File: src/rtl/plane_unloader_if.sv
// -----------------------------------------------------------------------------
// plane_unloader_if
// Output word stream of the plane unloader: one LENGTH-bit word per PE,
// moved by a valid/ready handshake.
//   out_valid  : out_data/out_pe hold a word (driven by master)
//   out_ready  : downstream accepts the word (driven by slave)
//   out_data   : word of PE out_pe; bit k comes from plane base+k
//   out_pe     : PE index of out_data
//   out_parity : XOR of out_data, present only when UNLOAD_PARITY_EN is defined
// -----------------------------------------------------------------------------
interface plane_unloader_if #(
  parameter int LENGTH = 32,
  parameter int PES    = 16
);
  localparam int PE_W = (PES > 1) ? $clog2(PES) : 1;

  logic              out_valid;
  logic              out_ready;
  logic [LENGTH-1:0] out_data;
  logic [PE_W-1:0]   out_pe;
`ifdef UNLOAD_PARITY_EN
  logic              out_parity;
`endif

  modport master (
    output out_valid,
    output out_data,
    output out_pe,
`ifdef UNLOAD_PARITY_EN
    output out_parity,
`endif
    input  out_ready
  );

  modport slave (
    input  out_valid,
    input  out_data,
    input  out_pe,
`ifdef UNLOAD_PARITY_EN
    input  out_parity,
`endif
    output out_ready
  );
endinterface

File: src/rtl/plane_unloader.sv
// -----------------------------------------------------------------------------
// plane_unloader
// Corner-turn readback engine. Reads LENGTH bit-planes (PES bits each) of one
// vector register from the plane memory, transposes them into PES words of
// LENGTH bits and streams the words out one PE at a time.
//
// Ports:
//   clk      : clock, rising edge
//   reset    : asynchronous, active-low reset
//   start    : request a readback (sampled only in IDLE)
//   reg_sel  : register index; base address = reg_sel*LENGTH (truncated)
//   addr/ren : plane-memory read address / read enable
//   DOA      : plane-memory read data, valid one cycle after addr/ren
//   busy     : high in every state except IDLE
//   done     : one-cycle pulse after the last word is accepted
//   out_if   : word stream (master side)
//
// Optional feature: define UNLOAD_PARITY_EN to add out_if.out_parity, the XOR
// of out_data, timed with out_data.
// -----------------------------------------------------------------------------
module plane_unloader #(
  parameter int LENGTH = 32,
  parameter int PES    = 16,
  parameter int ADDR_W = 10
) (
  input  logic                clk,
  input  logic                reset,
  input  logic                start,
  input  logic [4:0]          reg_sel,
  output logic [ADDR_W-1:0]   addr,
  output logic                ren,
  input  logic [PES-1:0]      DOA,
  output logic                busy,
  output logic                done,
  plane_unloader_if.master    out_if
);
  localparam int K_W  = (LENGTH > 1) ? $clog2(LENGTH) : 1;
  localparam int PE_W = (PES > 1) ? $clog2(PES) : 1;

  typedef enum logic [2:0] {
    ST_IDLE,
    ST_READ,
    ST_DRAIN,
    ST_EMIT,
    ST_DONE
  } state_t;

  state_t             state;
  logic [ADDR_W-1:0]  base;
  logic [K_W-1:0]     k;       // index of the plane address on addr this cycle
  logic [PE_W-1:0]    pe;
  logic [LENGTH-1:0]  word_q [PES];

  logic               cap_en;
  logic [K_W-1:0]     cap_idx;
  logic [ADDR_W-1:0]  start_base;
  logic [LENGTH-1:0]  first_word;
  logic [LENGTH-1:0]  next_word;

  // DOA always carries the plane addressed in the previous cycle, so the
  // capture index lags k by one; DRAIN picks up the last plane.
  always_comb begin
    // NOTE: every always_comb output gets a default first so no path leaves it
    // unassigned, which would infer a latch.
    cap_en     = 1'b0;
    cap_idx    = k - K_W'(1);
    start_base = ADDR_W'(32'(reg_sel) * LENGTH);
    if (state == ST_READ && k != '0) cap_en = 1'b1;
    if (state == ST_DRAIN) begin
      cap_en  = 1'b1;
      cap_idx = K_W'(LENGTH - 1);
    end
    // The first word is registered in DRAIN, while its top bit is still on DOA.
    first_word             = word_q[0];
    first_word[LENGTH-1]   = DOA[0];
    next_word              = word_q[pe + PE_W'(1)];
  end

  // NOTE: the word store is a plain array with no reset; every bit is
  // rewritten during READ/DRAIN before it is ever emitted.
  always_ff @(posedge clk) begin
    if (cap_en) begin
      for (int j = 0; j < PES; j++) word_q[j][cap_idx] <= DOA[j];
    end
  end

  // NOTE: sequential state is updated only with non-blocking assignments so
  // every register samples pre-edge values.
  always_ff @(posedge clk or negedge reset) begin
    if (!reset) begin
      state            <= ST_IDLE;
      base             <= '0;
      k                <= '0;
      pe               <= '0;
      addr             <= '0;
      ren              <= 1'b0;
      busy             <= 1'b0;
      done             <= 1'b0;
      out_if.out_valid <= 1'b0;
      out_if.out_data  <= '0;
      out_if.out_pe    <= '0;
`ifdef UNLOAD_PARITY_EN
      out_if.out_parity <= 1'b0;
`endif
    end else begin
      case (state)
        ST_IDLE: begin
          if (start) begin
            base  <= start_base;
            addr  <= start_base;
            k     <= '0;
            ren   <= 1'b1;
            busy  <= 1'b1;
            state <= ST_READ;
          end
        end
        ST_READ: begin
          if (k == K_W'(LENGTH - 1)) begin
            ren   <= 1'b0;
            state <= ST_DRAIN;
          end else begin
            k    <= k + K_W'(1);
            addr <= base + ADDR_W'(k) + ADDR_W'(1);
          end
        end
        ST_DRAIN: begin
          pe               <= '0;
          out_if.out_valid <= 1'b1;
          out_if.out_pe    <= '0;
          out_if.out_data  <= first_word;
`ifdef UNLOAD_PARITY_EN
          out_if.out_parity <= ^first_word;
`endif
          state            <= ST_EMIT;
        end
        ST_EMIT: begin
          // out_valid is high throughout EMIT, so out_ready alone marks a handshake.
          if (out_if.out_ready) begin
            if (pe == PE_W'(PES - 1)) begin
              out_if.out_valid <= 1'b0;
              done             <= 1'b1;
              state            <= ST_DONE;
            end else begin
              pe              <= pe + PE_W'(1);
              out_if.out_pe   <= pe + PE_W'(1);
              out_if.out_data <= next_word;
`ifdef UNLOAD_PARITY_EN
              out_if.out_parity <= ^next_word;
`endif
            end
          end
        end
        ST_DONE: begin
          done  <= 1'b0;
          busy  <= 1'b0;
          state <= ST_IDLE;
        end
        default: state <= ST_IDLE;
      endcase
    end
  end
endmodule

File: src/flat_wrapper.sv
// flat-port wrapper written by rule: the top's interface ports become plain ports
module plane_unloader_flat 
#(
  parameter int LENGTH = 32,
  parameter int PES    = 16,
  parameter int ADDR_W = 10
)
  (clk, reset, start, reg_sel, addr, ren, DOA, busy, done, out_if_out_valid, out_if_out_data, out_if_out_pe, out_if_out_ready);
  plane_unloader_if #(.LENGTH(LENGTH), .PES(PES)) out_if_i ();
  input  logic clk;
  input  logic reset;
  input  logic start;
  input  logic [4:0] reg_sel;
  output logic [ADDR_W-1:0] addr;
  output logic ren;
  input  logic [PES-1:0] DOA;
  output logic busy;
  output logic done;
  output wire logic [$bits(out_if_i.out_valid)-1:0] out_if_out_valid;
  output wire logic [$bits(out_if_i.out_data)-1:0] out_if_out_data;
  output wire logic [$bits(out_if_i.out_pe)-1:0] out_if_out_pe;
  input wire logic [$bits(out_if_i.out_ready)-1:0] out_if_out_ready;
  assign out_if_out_valid = out_if_i.out_valid;
  assign out_if_out_data = out_if_i.out_data;
  assign out_if_out_pe = out_if_i.out_pe;
  assign out_if_i.out_ready = out_if_out_ready;
  plane_unloader #(.LENGTH(LENGTH), .PES(PES), .ADDR_W(ADDR_W)) u_core (.clk(clk), .reset(reset), .start(start), .reg_sel(reg_sel), .addr(addr), .ren(ren), .DOA(DOA), .busy(busy), .done(done), .out_if(out_if_i));
endmodule
File: config.mk
export PLATFORM = sky130hd
export DESIGN_NAME = plane_unloader_flat
export DESIGN_NICKNAME = d
export VERILOG_FILES = /design/src/rtl/plane_unloader_if.sv /design/src/rtl/plane_unloader.sv /design/src/flat_wrapper.sv
export SDC_FILE = /design/constraint.sdc
export NUM_CORES = 1
export LEC_CHECK = 0
export BUFFER_PORTS_ARGS = -buffer_cell sky130_fd_sc_hd__buf_2
export CORE_MARGIN = 2
export CORE_UTILIZATION = 55
export CTS_CLUSTER_SIZE = 25
export DETAILED_ROUTE_END_ITERATION = 7
export GPL_ROUTABILITY_DRIVEN = 0
export PLACE_DENSITY = 0.72
export SETUP_SLACK_MARGIN = 0.05
export SLEW_MARGIN = 20
export SYNTH_ARGS = -nofsm -noshare
export SYNTH_HDL_FRONTEND = slang
export SYNTH_SLANG_ARGS = --single-unit
File: constraint.sdc
create_clock -name clk -period 3.1 [get_ports clk]
set_input_delay 0.31 -clock clk [delete_from_list [all_inputs] [get_ports clk]]
set_output_delay 0.31 -clock clk [all_outputs]
set_load 0.005 [all_outputs]
==> results of run 1 <==
per-stage QoR:
step           setup slack, ns  power [mW]  hold WS (ns)  instance area [µm²]  std cells
6_report                 0.213        24.8        0.0468                25800       1891
3_3_place_gp             0.477        18.0         0.333                23900       1784
5_1_grt                  0.206        25.8        0.0497                25800       1891
2_1_floorplan            0.288        15.3        0.0144                22600       1185
4_1_cts                  0.331        24.9        0.0276                25800       1891
3_5_place_dp             0.367        18.2         0.346                23900       1784
sequential cells by signal (all words and copies together), names as in the netlist:
register	cells
u_core.addr	6
u_core.base	5
u_core.busy	1
u_core.done	1
u_core.k	4
u_core.out_if.out_data	32
u_core.out_if.out_pe	4
u_core.out_if.out_valid	1
u_core.ren	1
u_core.state	3
u_core.word_q	512
kinds of logic (layout without fill, tap and decap cells):
family | count (synthesis) | in the layout
flip-flops | 570 | 570
AND/OR/NAND/NOR | 199 | 199
AO/OA/AOI/OAI | 186 | 186
multiplexers | 136 | 136
buffers and inverters | 82 | 256
XOR/XNOR | 8 | 8
adder cells (fa/ha/maj) | 4 | 4
worst max-delay path by stage:
stage / cells past startpoint / startpoint / slack (ns) / end
floorplan: 8 / u_core.k[0] / 0.29 / u_core.word_q[0][22]
global placement: 6 / u_core.k[1] / 0.48 / u_core.word_q[11][12]
detailed placement: 6 / u_core.k[1] / 0.37 / u_core.word_q[8][12]
CTS: 6 / u_core.k[1] / 0.33 / u_core.word_q[2][12]
global route: 6 / u_core.k[1] / 0.21 / u_core.word_q[7][12]
finish: 6 / u_core.k[1] / 0.21 / u_core.word_q[2][12]
layout make-up:
class / count / area [µm²]
sequential: 570 / 16800
fill: 2737 / 14900
multi-input combinational: 533 / 5470
clock buffer: 75 / 1500
timing repair buffer: 151 / 1030
tap: 532 / 666
clock inverter: 26 / 310
inverter: 4 / 15.0
cell usage in the layout, fill, tap and decap left out, drive strengths merged, types with 5 or more instances in the layout:
| cell type | netlist | routed |
|---|---|---|
| a211oi | 33 | 33 |
| a21oi | 19 | 19 |
| and2 | 33 | 33 |
| and3 | 35 | 35 |
| buf | 38 | 145 |
| bufinv | 0 | 7 |
| clkbuf | 40 | 75 |
| clkinv | 0 | 16 |
| dfrtp | 58 | 58 |
| dlygate4sd3 | 0 | 6 |
| edfxtp | 512 | 512 |
| inv | 4 | 6 |
| mux2 | 6 | 6 |
| mux4 | 128 | 128 |
| nand2 | 46 | 46 |
| nand3 | 10 | 10 |
| nand3b | 5 | 5 |
| nor2 | 39 | 39 |
| nor2b | 5 | 5 |
| nor3 | 5 | 5 |
| o211ai | 32 | 32 |
| o21ai | 46 | 46 |
| o22ai | 32 | 32 |
what timing repair did:
action | 4_1_cts | 5_1_grt
hold buffers | 6 | 0
endpoints found under the hold margin | 28 | 0
setup endpoints to repair | 0 | 0
power groups by stage:
stage / sequential, mW / combinational (mW) / clock (mW)
2_1_floorplan: 9.57 / 5.76 / 0
3_3_place_gp: 9.73 / 8.25 / 0
3_5_place_dp: 9.77 / 8.39 / 0
4_1_cts: 9.62 / 8.44 / 6.82
5_1_grt: 9.69 / 8.94 / 7.14
6_report: 9.64 / 8.38 / 6.75
routing by layer:
| metal | vias up | part of all wire, % | global-route usage [%] |
|---|---|---|---|
| met5 | - | 0 | 0 |
| li1 | 5114 | - | - |
| met2 | 710 | 48 | 42.6 |
| met4 | 0 | 3.0 | 8.76 |
| met3 | 124 | 9.6 | 5.37 |
| met1 | 6549 | 39 | 37.6 |
worst reg2reg max path: stages, from the launching register on:
cell	delay, ns
dfrtp_1	0.46
inv_1	0.12
ha_1	0.21
nor2b_1	0.49
o21ai_0	0.44
a21oi_1	0.51
buf_4	0.32
==> flow_metrics.py, run 1 <==
metrics = {
    "cts": {
        "clock-sinks": 570,
        "post-cts-setup-buffers": 0,
        "clock_path_buffers": 3,
        "htreeDepth": 2,
        "cts_tree": "yes",
        "clock_latency_ns": 0.60,
        "cts_root_buffer": "clkbuf_16",
        "cts_made_buffers": 54,
        "cts_resized": 0,
        "clk_pin_slew_worst_paths_ns": 0.06,
    },
    "critical_path": {
        "cp_top_family": "compound AO/OA/AOI/OAI gates",
        "crit_chain": "inv_1 > ha_1 > nor2b_1 > o21ai_0 > a21oi_1 > buf_4",
        "rr_startpoint": "u_core.k[1]",
        "timing.critical_path.slowest_stage_cell": "a21oi_1",
        "path_buf_inv": 2,
        "ff2ff_path_depth": 6,
        "r2r_end": "u_core.word_q[2][12]",
        "critPathMaxFanout": 16,
        "crit_type": "reg2reg",
        "r2r_slack_ns": 0.21,
        "crit_required_ns": 3.38,
        "crit_path_start_kind": "flop",
        "crit_path_end_kind": "flop",
        "arrival_ns": 3.16,
        "critical-path-max-stage-delay_ns": 0.51,
    },
    "routing": {
        "via_per_inst": 6.61,
        "ant_nets": 0,
        "wire_per_inst_um": 29.4,
        "drtIter0Drc": 1761,
        "vias": 12497,
        "drc": 0,
        "firstDrtPassIters": 5,
        "wl_mm": 55.7,
    },
    "yosys": {
        "avgSynthCellArea_um2": 19.1,
        "netlist_area_mm2": 0.0226,
        "synth_flop_cell": "edfxtp_1",
        "synth_fa_ha_area_share_pct": 0.221,
        "synth_edf_count": 512,
        "synth_cell_types": 58,
        "synthArstFlopShare_pct": 10.2,
        "synth_top_family_by_area": "multiplexers",
        "yosys-top-cells-count": "edfxtp_1, mux4_2, dfrtp_1, nand2_1, o21ai_0",
        "syn_nets": 1214,
        "ys_top_cells_by_area": "edfxtp_1, mux4_2, dfrtp_1, a211oi_1, o211ai_1",
        "yosysMostFrequentCell": "edfxtp_1",
        "synth_xor_area_share_pct": 0.310,
        "yosysWarnings": 0,
        "syn_inst": 1185,
        "ys_ff_latch": 570,
        "synth_mux_area_share_pct": 13.1,
        "synth_top_area_share_pct": 68.0,
        "synth_compound_area_share_pct": 5.42,
        "yosys.area.top_type": "edfxtp_1",
        "ys_seq_area_share_pct": 74.4,
        "yosys.area_share.simple_pct": 4.70,
    },
    "floorplanning": {
        "die_area_mm2": 0.0428,
        "row_count": 74,
        "num_io_pins": 75,
        "start_util_pct": 55.5,
        "die_h_um": 207,
        "die_x_um": 207,
        "core_area_mm2": 0.0407,
    },
    "layout": {
        "diodes": 0,
        "final_util_pct": 63.4,
        "areaGrowthSynthToFinish_pct": 14.1,
        "drive_above_1_share_pct": 27.6,
        "nNetsFinal": 1343,
    },
    "sta": {
        "skew_ns": 0.0157,
        "rsz0062_at_grt": "no",
        "worst_slew_margin_rel_pct": 28.2,
        "hold_viol": 0,
        "final_max_slew_viol_count": 0,
        "worstMarginPinSlew_ns": 1.08,
        "layout_min_cycle_time_ns": 2.89,
        "final.period_utilization_pct": 93.1,
        "max_freq_mhz": 346,
        "finalSetupViolCount": 0,
        "fin_setup_tns_ns": 0,
    },
    "min_path": {
        "holdCritStartpoint": "start",
        "worstHoldEndpoint": "u_core.busy",
        "whs_path_depth": 3,
        "hold_path.class": "in2reg",
    },
    "power_and_ir_drop": {
        "pwr-share-seq_pct": 38.9,
        "power_leakage_nw": 8.54,
        "power.share.clock_pct": 27.3,
        "p_comb_share_pct": 33.8,
        "peakVddDrop_uv": 538,
        "p_int_mw": 16.9,
        "power_switching_mw": 7.90,
        "swShare_pct": 31.9,
        "power_density_mw_per_mm2": 960,
    },
    "placement": {
        "io_buffers": 74,
        "hpwl_mm": 27.6,
    },
    "run_status": {
        "status": "complete, no violations",
    },
    "global_routing": {
        "antenna_found_initial": 1,
        "gr-total-overflow": 0,
        "grt_pass1_wl_mm": 80.4,
        "grt_max_degree": 94,
        "first_global_vias": 12321,
        "grt.total_usage_pct": 26.7,
    },
    "flow_run": {
        "cap_violations": 0,
    },
}
(Power assumes the default switching activity.)
==> run 2, diff against run 1 <==
- ABC_CLOCK_PERIOD_IN_PS: not set -> 3100
- CORE_MARGIN: 2 -> not set
- CTS_BUF_LIST: not set -> sky130_fd_sc_hd__clkbuf_4 sky130_fd_sc_hd__clkbuf_8
==> run 2 against run 1 <==
Critical path depth rose by 1. Critical endpoint is now u_core.word_q[15][12]. Fmax rose by 6.6%. Final area barely moved. Via count fell by 0.19%. Clock skew rose by 0.015 ns. Largest power group unchanged. Setup slack improved by 0.18 ns. Global-route usage fell by 0.15 points. Register-to-register slack improved by 0.18 ns. Non-clock buffer count rose by 3. Hold slack improved by 0.064 ns. First-iteration DRC count fell by 26%. Sequential cell count did not move.
==> flow_metrics.py, run 2 (synthesized netlist as in run 1, its figures left out) <==
metrics = {
    "run_status": {
        "status": "complete, no violations",
    },
    "layout": {
        "final_area_mm2": 0.0258,
        "areaGrowthSynthToFinish_pct": 14.0,
        "nNetsFinal": 1381,
        "largest_reg_flops": 512,
        "final_common_cell": "edfxtp_1",
        "most-common-layout-cells": "edfxtp_1, mux4_2, clkbuf_8, buf_2, buf_4",
        "drive_above_1_share_pct": 31.3,
        "reg_top3": "u_core.word_q: 512 flops, u_core.out_if.out_data: 32 flops, u_core.addr: 6 flops",
        "regMostFlops": "u_core.word_q",
    },
    "power_and_ir_drop": {
        "p_total_mw": 24.2,
        "pwr-share-seq_pct": 39.7,
        "power_density_mw_per_mm2": 939,
        "p_int_mw": 16.4,
        "power.share.clock_pct": 25.6,
        "swShare_pct": 32.5,
        "power_leakage_nw": 8.61,
        "p_comb_share_pct": 34.6,
        "power_switching_mw": 7.87,
        "peakVddDrop_uv": 692,
    },
    "floorplanning": {
        "start_util_pct": 56.3,
        "die_x_um": 205,
        "num_io_pins": 75,
        "row_count": 73,
        "die_h_um": 205,
        "die_area_mm2": 0.0419,
        "core_area_mm2": 0.0402,
    },
    "cts": {
        "clock_path_buffers": 3,
        "cts_tree": "yes",
        "clock_latency_ns": 0.63,
        "cts_root_buffer": "clkbuf_8",
        "cts_made_buffers": 89,
        "clock-sinks": 570,
        "cts_resized": 0,
        "clk_pin_slew_worst_paths_ns": 0.06,
        "htreeDepth": 3,
        "post-cts-setup-buffers": 0,
    },
    "global_routing": {
        "first_global_vias": 12580,
        "grt.total_usage_pct": 26.5,
        "antenna_found_initial": 1,
        "grt_pass1_wl_mm": 79.1,
        "gr-total-overflow": 0,
        "grt_max_degree": 54,
    },
    "critical_path": {
        "crit_required_ns": 3.42,
        "arrival_ns": 3.03,
        "crit_path_end_kind": "flop",
        "crit_type": "reg2reg",
        "crit_path_start_kind": "flop",
        "critPathMaxFanout": 16,
        "timing.critical_path.slowest_stage_cell": "nand3_1",
        "cp_top_family": "simple AND/OR/NAND/NOR gates",
        "r2r_slack_ns": 0.39,
        "critical-path-max-stage-delay_ns": 0.49,
        "path_buf_inv": 2,
        "crit_chain": "inv_1 > ha_1 > nor2b_1 > a21oi_1 > nand3_1 > a21oi_1 > buf_4",
        "critPathMostFrequentCell": "a21oi_1",
    },
    "min_path": {
        "hold_path.class": "in2reg",
    },
    "placement": {
        "io_buffers": 74,
        "hpwl_mm": 28.3,
        "placed_area_mm2": 0.0239,
    },
    "sta": {
        "layout_min_cycle_time_ns": 2.71,
        "finalSetupViolCount": 0,
        "final.period_utilization_pct": 87.3,
        "fin_setup_tns_ns": 0,
        "skew_ns": 0.0306,
        "worst_slew_margin_rel_pct": 30.3,
        "final_max_slew_viol_count": 0,
        "hold_viol": 0,
        "max_freq_mhz": 369,
        "hold_ws_ns": 0.111,
        "worstMarginPinSlew_ns": 1.05,
        "rsz0062_at_grt": "no",
    },
    "routing": {
        "via_per_inst": 6.40,
        "drc": 0,
        "firstDrtPassIters": 5,
        "wl_mm": 53.9,
        "drtIter0Drc": 1297,
        "wire_per_inst_um": 27.6,
        "ant_nets": 0,
        "vias": 12473,
    },
    "flow_run": {
        "cap_violations": 0,
    },
}
run 2: cell count changes in the layout (fill, tap and decap cells not counted), sizes merged:
cell         change
clkbuf          +62
dlygate4sd3      +1
bufinv           -6
clkinvlp         +1
clkinv           +5
buf              +2
diode            +1
run 2: cell type report:
class	instances	area, µm²
Clock inverter	26	150
Sequential cell	570	16800
Clock buffer	137	1620
Tap cell	525	657
Inverter	4	15.0
Fill cell	2753	14400
Multi-Input combinational cell	533	5450
Antenna cell	1	2.50
Timing Repair Buffer	154	1060
run 2: layer usage:
| metal | track usage [%] | part of all wire (%) | up-vias |
|---|---|---|---|
| li1 | - | - | 5199 |
| met1 | 36.8 | 40 | 6561 |
| met2 | 42.7 | 49 | 633 |
| met3 | 5.12 | 8.8 | 80 |
| met4 | 8.69 | 2.1 | 0 |
| met5 | 0 | 0 | - |
run 2: timing repair:
action | CTS | global route
endpoints found under the setup margin | 0 | 0
hold endpoints to repair | 25 | 0
hold buffers | 7 | 0
run 2: through the flow:
stage          util, %  worst slack [ns]  std cells
6_report          64.2             0.392       1950
5_1_grt           64.2             0.268       1949
4_1_cts           64.2             0.463       1949
3_5_place_dp      59.6             0.476       1779
3_3_place_gp      59.6             0.610       1779
2_1_floorplan        -             0.288       1185
run 2: worst paths after layout:
| path | start | end | depth (start not counted) |
|---|---|---|---|
| setup / recovery | u_core.k[1] | u_core.word_q[15][12] | 7 |
| hold / removal | out_if_out_ready | u_core.out_if.out_pe[2] | 3 |
| setup reg to reg | u_core.k[1] | u_core.word_q[15][12] | 7 |
| hold reg to reg | u_core.word_q[0][3] | u_core.out_if.out_data[3] | 2 |
| max in group asynchronous | reset | u_core.out_if.out_data[4] | 3 |
| min in group asynchronous | reset | u_core.out_if.out_data[31] | 2 |
run 2: worst register-to-register path, stage by stage (launching register included):
cell and delay, ns:
dfrtp_1 0.48, inv_1 0.10, ha_1 0.23, nor2b_1 0.22, a21oi_1 0.28, nand3_1 0.49
a21oi_1 0.32, buf_4 0.28
run 2: power groups by stage:
stage	sequential [mW]	clock (mW)	combinational, mW
after CTS	9.62	6.31	8.42
after global placement	9.74	0	8.27
after floorplan	9.57	0	5.76
after detailed placement	9.77	0	8.40
after global routing	9.69	6.65	8.98
final	9.62	6.21	8.39
==> run 3, diff against run 2 <==
- RECOVER_POWER: not set -> 100
==> run 3 against run 2 <==
The flow now finishes with violations (max-capacitance violations, max-slew violations). Power shrank 0.49%. Register-to-register slack worse by 0.15 ns. Wire length barely moved. Die area did not move. Final area down 0.60%. Critical endpoint is now u_core.word_q[12][20]. Largest cell class unchanged. Largest power group unchanged. Highest routed layer unchanged.
==> flow_metrics.py, run 3 (synthesized netlist as in run 1, its figures left out) <==
metrics = {
    "power_and_ir_drop": {
        "p_total_mw": 24.1,
        "p_int_mw": 16.3,
        "power_switching_mw": 7.85,
        "p_comb_share_pct": 34.3,
        "power_leakage_nw": 8.46,
        "pwr-share-seq_pct": 40.0,
        "power_density_mw_per_mm2": 940,
        "swShare_pct": 32.6,
        "peakVddDrop_uv": 693,
        "power.share.clock_pct": 25.7,
    },
    "floorplanning": {
        "core_area_mm2": 0.0402,
        "die_area_mm2": 0.0419,
        "die_h_um": 205,
        "die_x_um": 205,
        "start_util_pct": 56.3,
        "row_count": 73,
        "num_io_pins": 75,
    },
    "cts": {
        "clock_path_buffers": 3,
        "clock_latency_ns": 0.62,
        "clock-sinks": 570,
        "cts_root_buffer": "clkbuf_8",
        "clk_pin_slew_worst_paths_ns": 0.06,
        "cts_tree": "yes",
        "post-cts-setup-buffers": 0,
        "htreeDepth": 3,
        "cts_made_buffers": 89,
    },
    "layout": {
        "regArea_mm2": 0.0168,
        "multi_input_area_mm2": 0.00543,
        "n_fill_cell": 2796,
        "regMostFlops": "u_core.word_q",
        "nNetsFinal": 1381,
        "largest_reg_flops": 512,
        "drive_above_1_share_pct": 27.7,
        "final_area_mm2": 0.0256,
        "reg_top3": "u_core.word_q: 512 flops, u_core.out_if.out_data: 32 flops, u_core.addr: 6 flops",
        "final_common_cell": "edfxtp_1",
        "most-common-layout-cells": "edfxtp_1, mux4_2, clkbuf_8, dfrtp_1, clkbuf_1",
        "areaGrowthSynthToFinish_pct": 13.4,
    },
    "global_routing": {
        "first_global_vias": 12580,
        "grt_max_degree": 54,
        "antenna_found_initial": 1,
        "grt.total_usage_pct": 26.5,
        "grt_pass1_wl_mm": 79.1,
        "gr-total-overflow": 0,
    },
    "run_status": {
        "status": "finished with violations",
        "violations": "max-capacitance violations, max-slew violations",
    },
    "sta": {
        "hold_viol": 0,
        "worstMarginPinSlew_ns": 2.44,
        "worst_slew_margin_rel_pct": -62.9,
        "layout_min_cycle_time_ns": 2.85,
        "fin_setup_tns_ns": 0,
        "max_freq_mhz": 351,
        "finalSetupViolCount": 0,
        "skew_ns": 0.0292,
        "final.period_utilization_pct": 92.0,
        "rsz0062_at_grt": "no",
        "final_max_slew_viol_count": 539,
    },
    "routing": {
        "ant_nets": 0,
        "vias": 12522,
        "wl_mm": 53.9,
        "firstDrtPassIters": 5,
        "via_per_inst": 6.42,
        "drc": 0,
        "wire_per_inst_um": 27.6,
        "drtIter0Drc": 1281,
    },
    "critical_path": {
        "crit_type": "reg2reg",
        "crit_path_start_kind": "flop",
        "critPathMaxFanout": 16,
        "crit_required_ns": 3.37,
        "arrival_ns": 3.12,
        "crit_path_end_kind": "flop",
    },
    "placement": {
        "io_buffers": 74,
        "hpwl_mm": 28.3,
        "placed_area_mm2": 0.0239,
    },
    "min_path": {
        "hold_path.class": "in2reg",
    },
    "flow_run": {
        "cap_violations": 17,
    },
}
run 3: changes by cell type in the layout (fill, tap and decap cells not counted):
cell      before  now
buf_4         67   38
a32oi_1        0    1
diode_2        1    2
ha_1           3    4
a32oi_2        1    0
nor4b_2        1    0
ha_4           1    0
clkbuf_2       0   22
nor4b_1        0    1
buf_2         74   34
clkbuf_1       0   47
run 3: cell type report:
cell class | count | area share [%]
flip-flops and latches | 570 | 65.6
multi-input cells | 533 | 21.2
clock buffers | 137 | 6.33
repair buffers | 154 | 3.64
well taps | 525 | 2.56
clock inverters | 26 | 0.586
inverters | 4 | 0.0586
diodes | 2 | 0.0195
run 3: what timing repair did:
action	4_1_cts	5_1_grt
resized for setup	0	0
hold buffers	7	0
hold endpoints to repair	25	0
run 3: final timing paths:
check,start,end,slack [ns],cells past startpoint
setup / recovery,u_core.k[1],u_core.word_q[12][20],0.25,7
hold / removal,out_if_out_ready,u_core.out_if.out_pe[2],0.12,3
setup reg to reg,u_core.k[1],u_core.word_q[12][20],0.25,7
hold reg to reg,u_core.word_q[0][3],u_core.out_if.out_data[3],0.49,2
max in group asynchronous,reset,u_core.out_if.out_data[6],0.64,3
min in group asynchronous,reset,u_core.out_if.out_data[31],0.57,2
run 3: per-stage QoR:
| stage | std cells | hold slack (ns) | setup slack (ns) | util (%) |
|---|---|---|---|---|
| 2_1_floorplan | 1185 | 0.0144 | 0.288 | - |
| 3_3_place_gp | 1779 | 0.322 | 0.610 | 59.6 |
| 5_1_grt | 1949 | 0.134 | 0.146 | 63.8 |
| 3_5_place_dp | 1779 | 0.332 | 0.476 | 59.6 |
| 4_1_cts | 1949 | 0.0690 | 0.463 | 64.2 |
| 6_report | 1951 | 0.119 | 0.247 | 63.8 |
run 3: critical path, stage by stage, from the launching register on:
cell and delay (ns):
dfrtp_1 0.49, inv_1 0.10, ha_1 0.23, nor2b_1 0.22, a21oi_1 0.28, nand3_1 0.50, a21oi_1 0.28, clkbuf_2 0.40
run 3: power by group through the flow:
stage	combinational [mW]	clock, mW	sequential [mW]
after detailed placement	8.40	0	9.77
after global placement	8.27	0	9.74
after global routing	8.86	6.65	9.70
final	8.27	6.20	9.63
after floorplan	5.76	0	9.57
after CTS	8.42	6.31	9.62
run 3: layer usage:
metal / GRT usage [%] / vias to the layer above / part of all wire (%)
met5: 0 / - / 0
met4: 8.69 / 0 / 2.1
met3: 5.12 / 83 / 8.5
met2: 42.7 / 625 / 49
met1: 36.8 / 6608 / 40
li1: - / 5206 / -
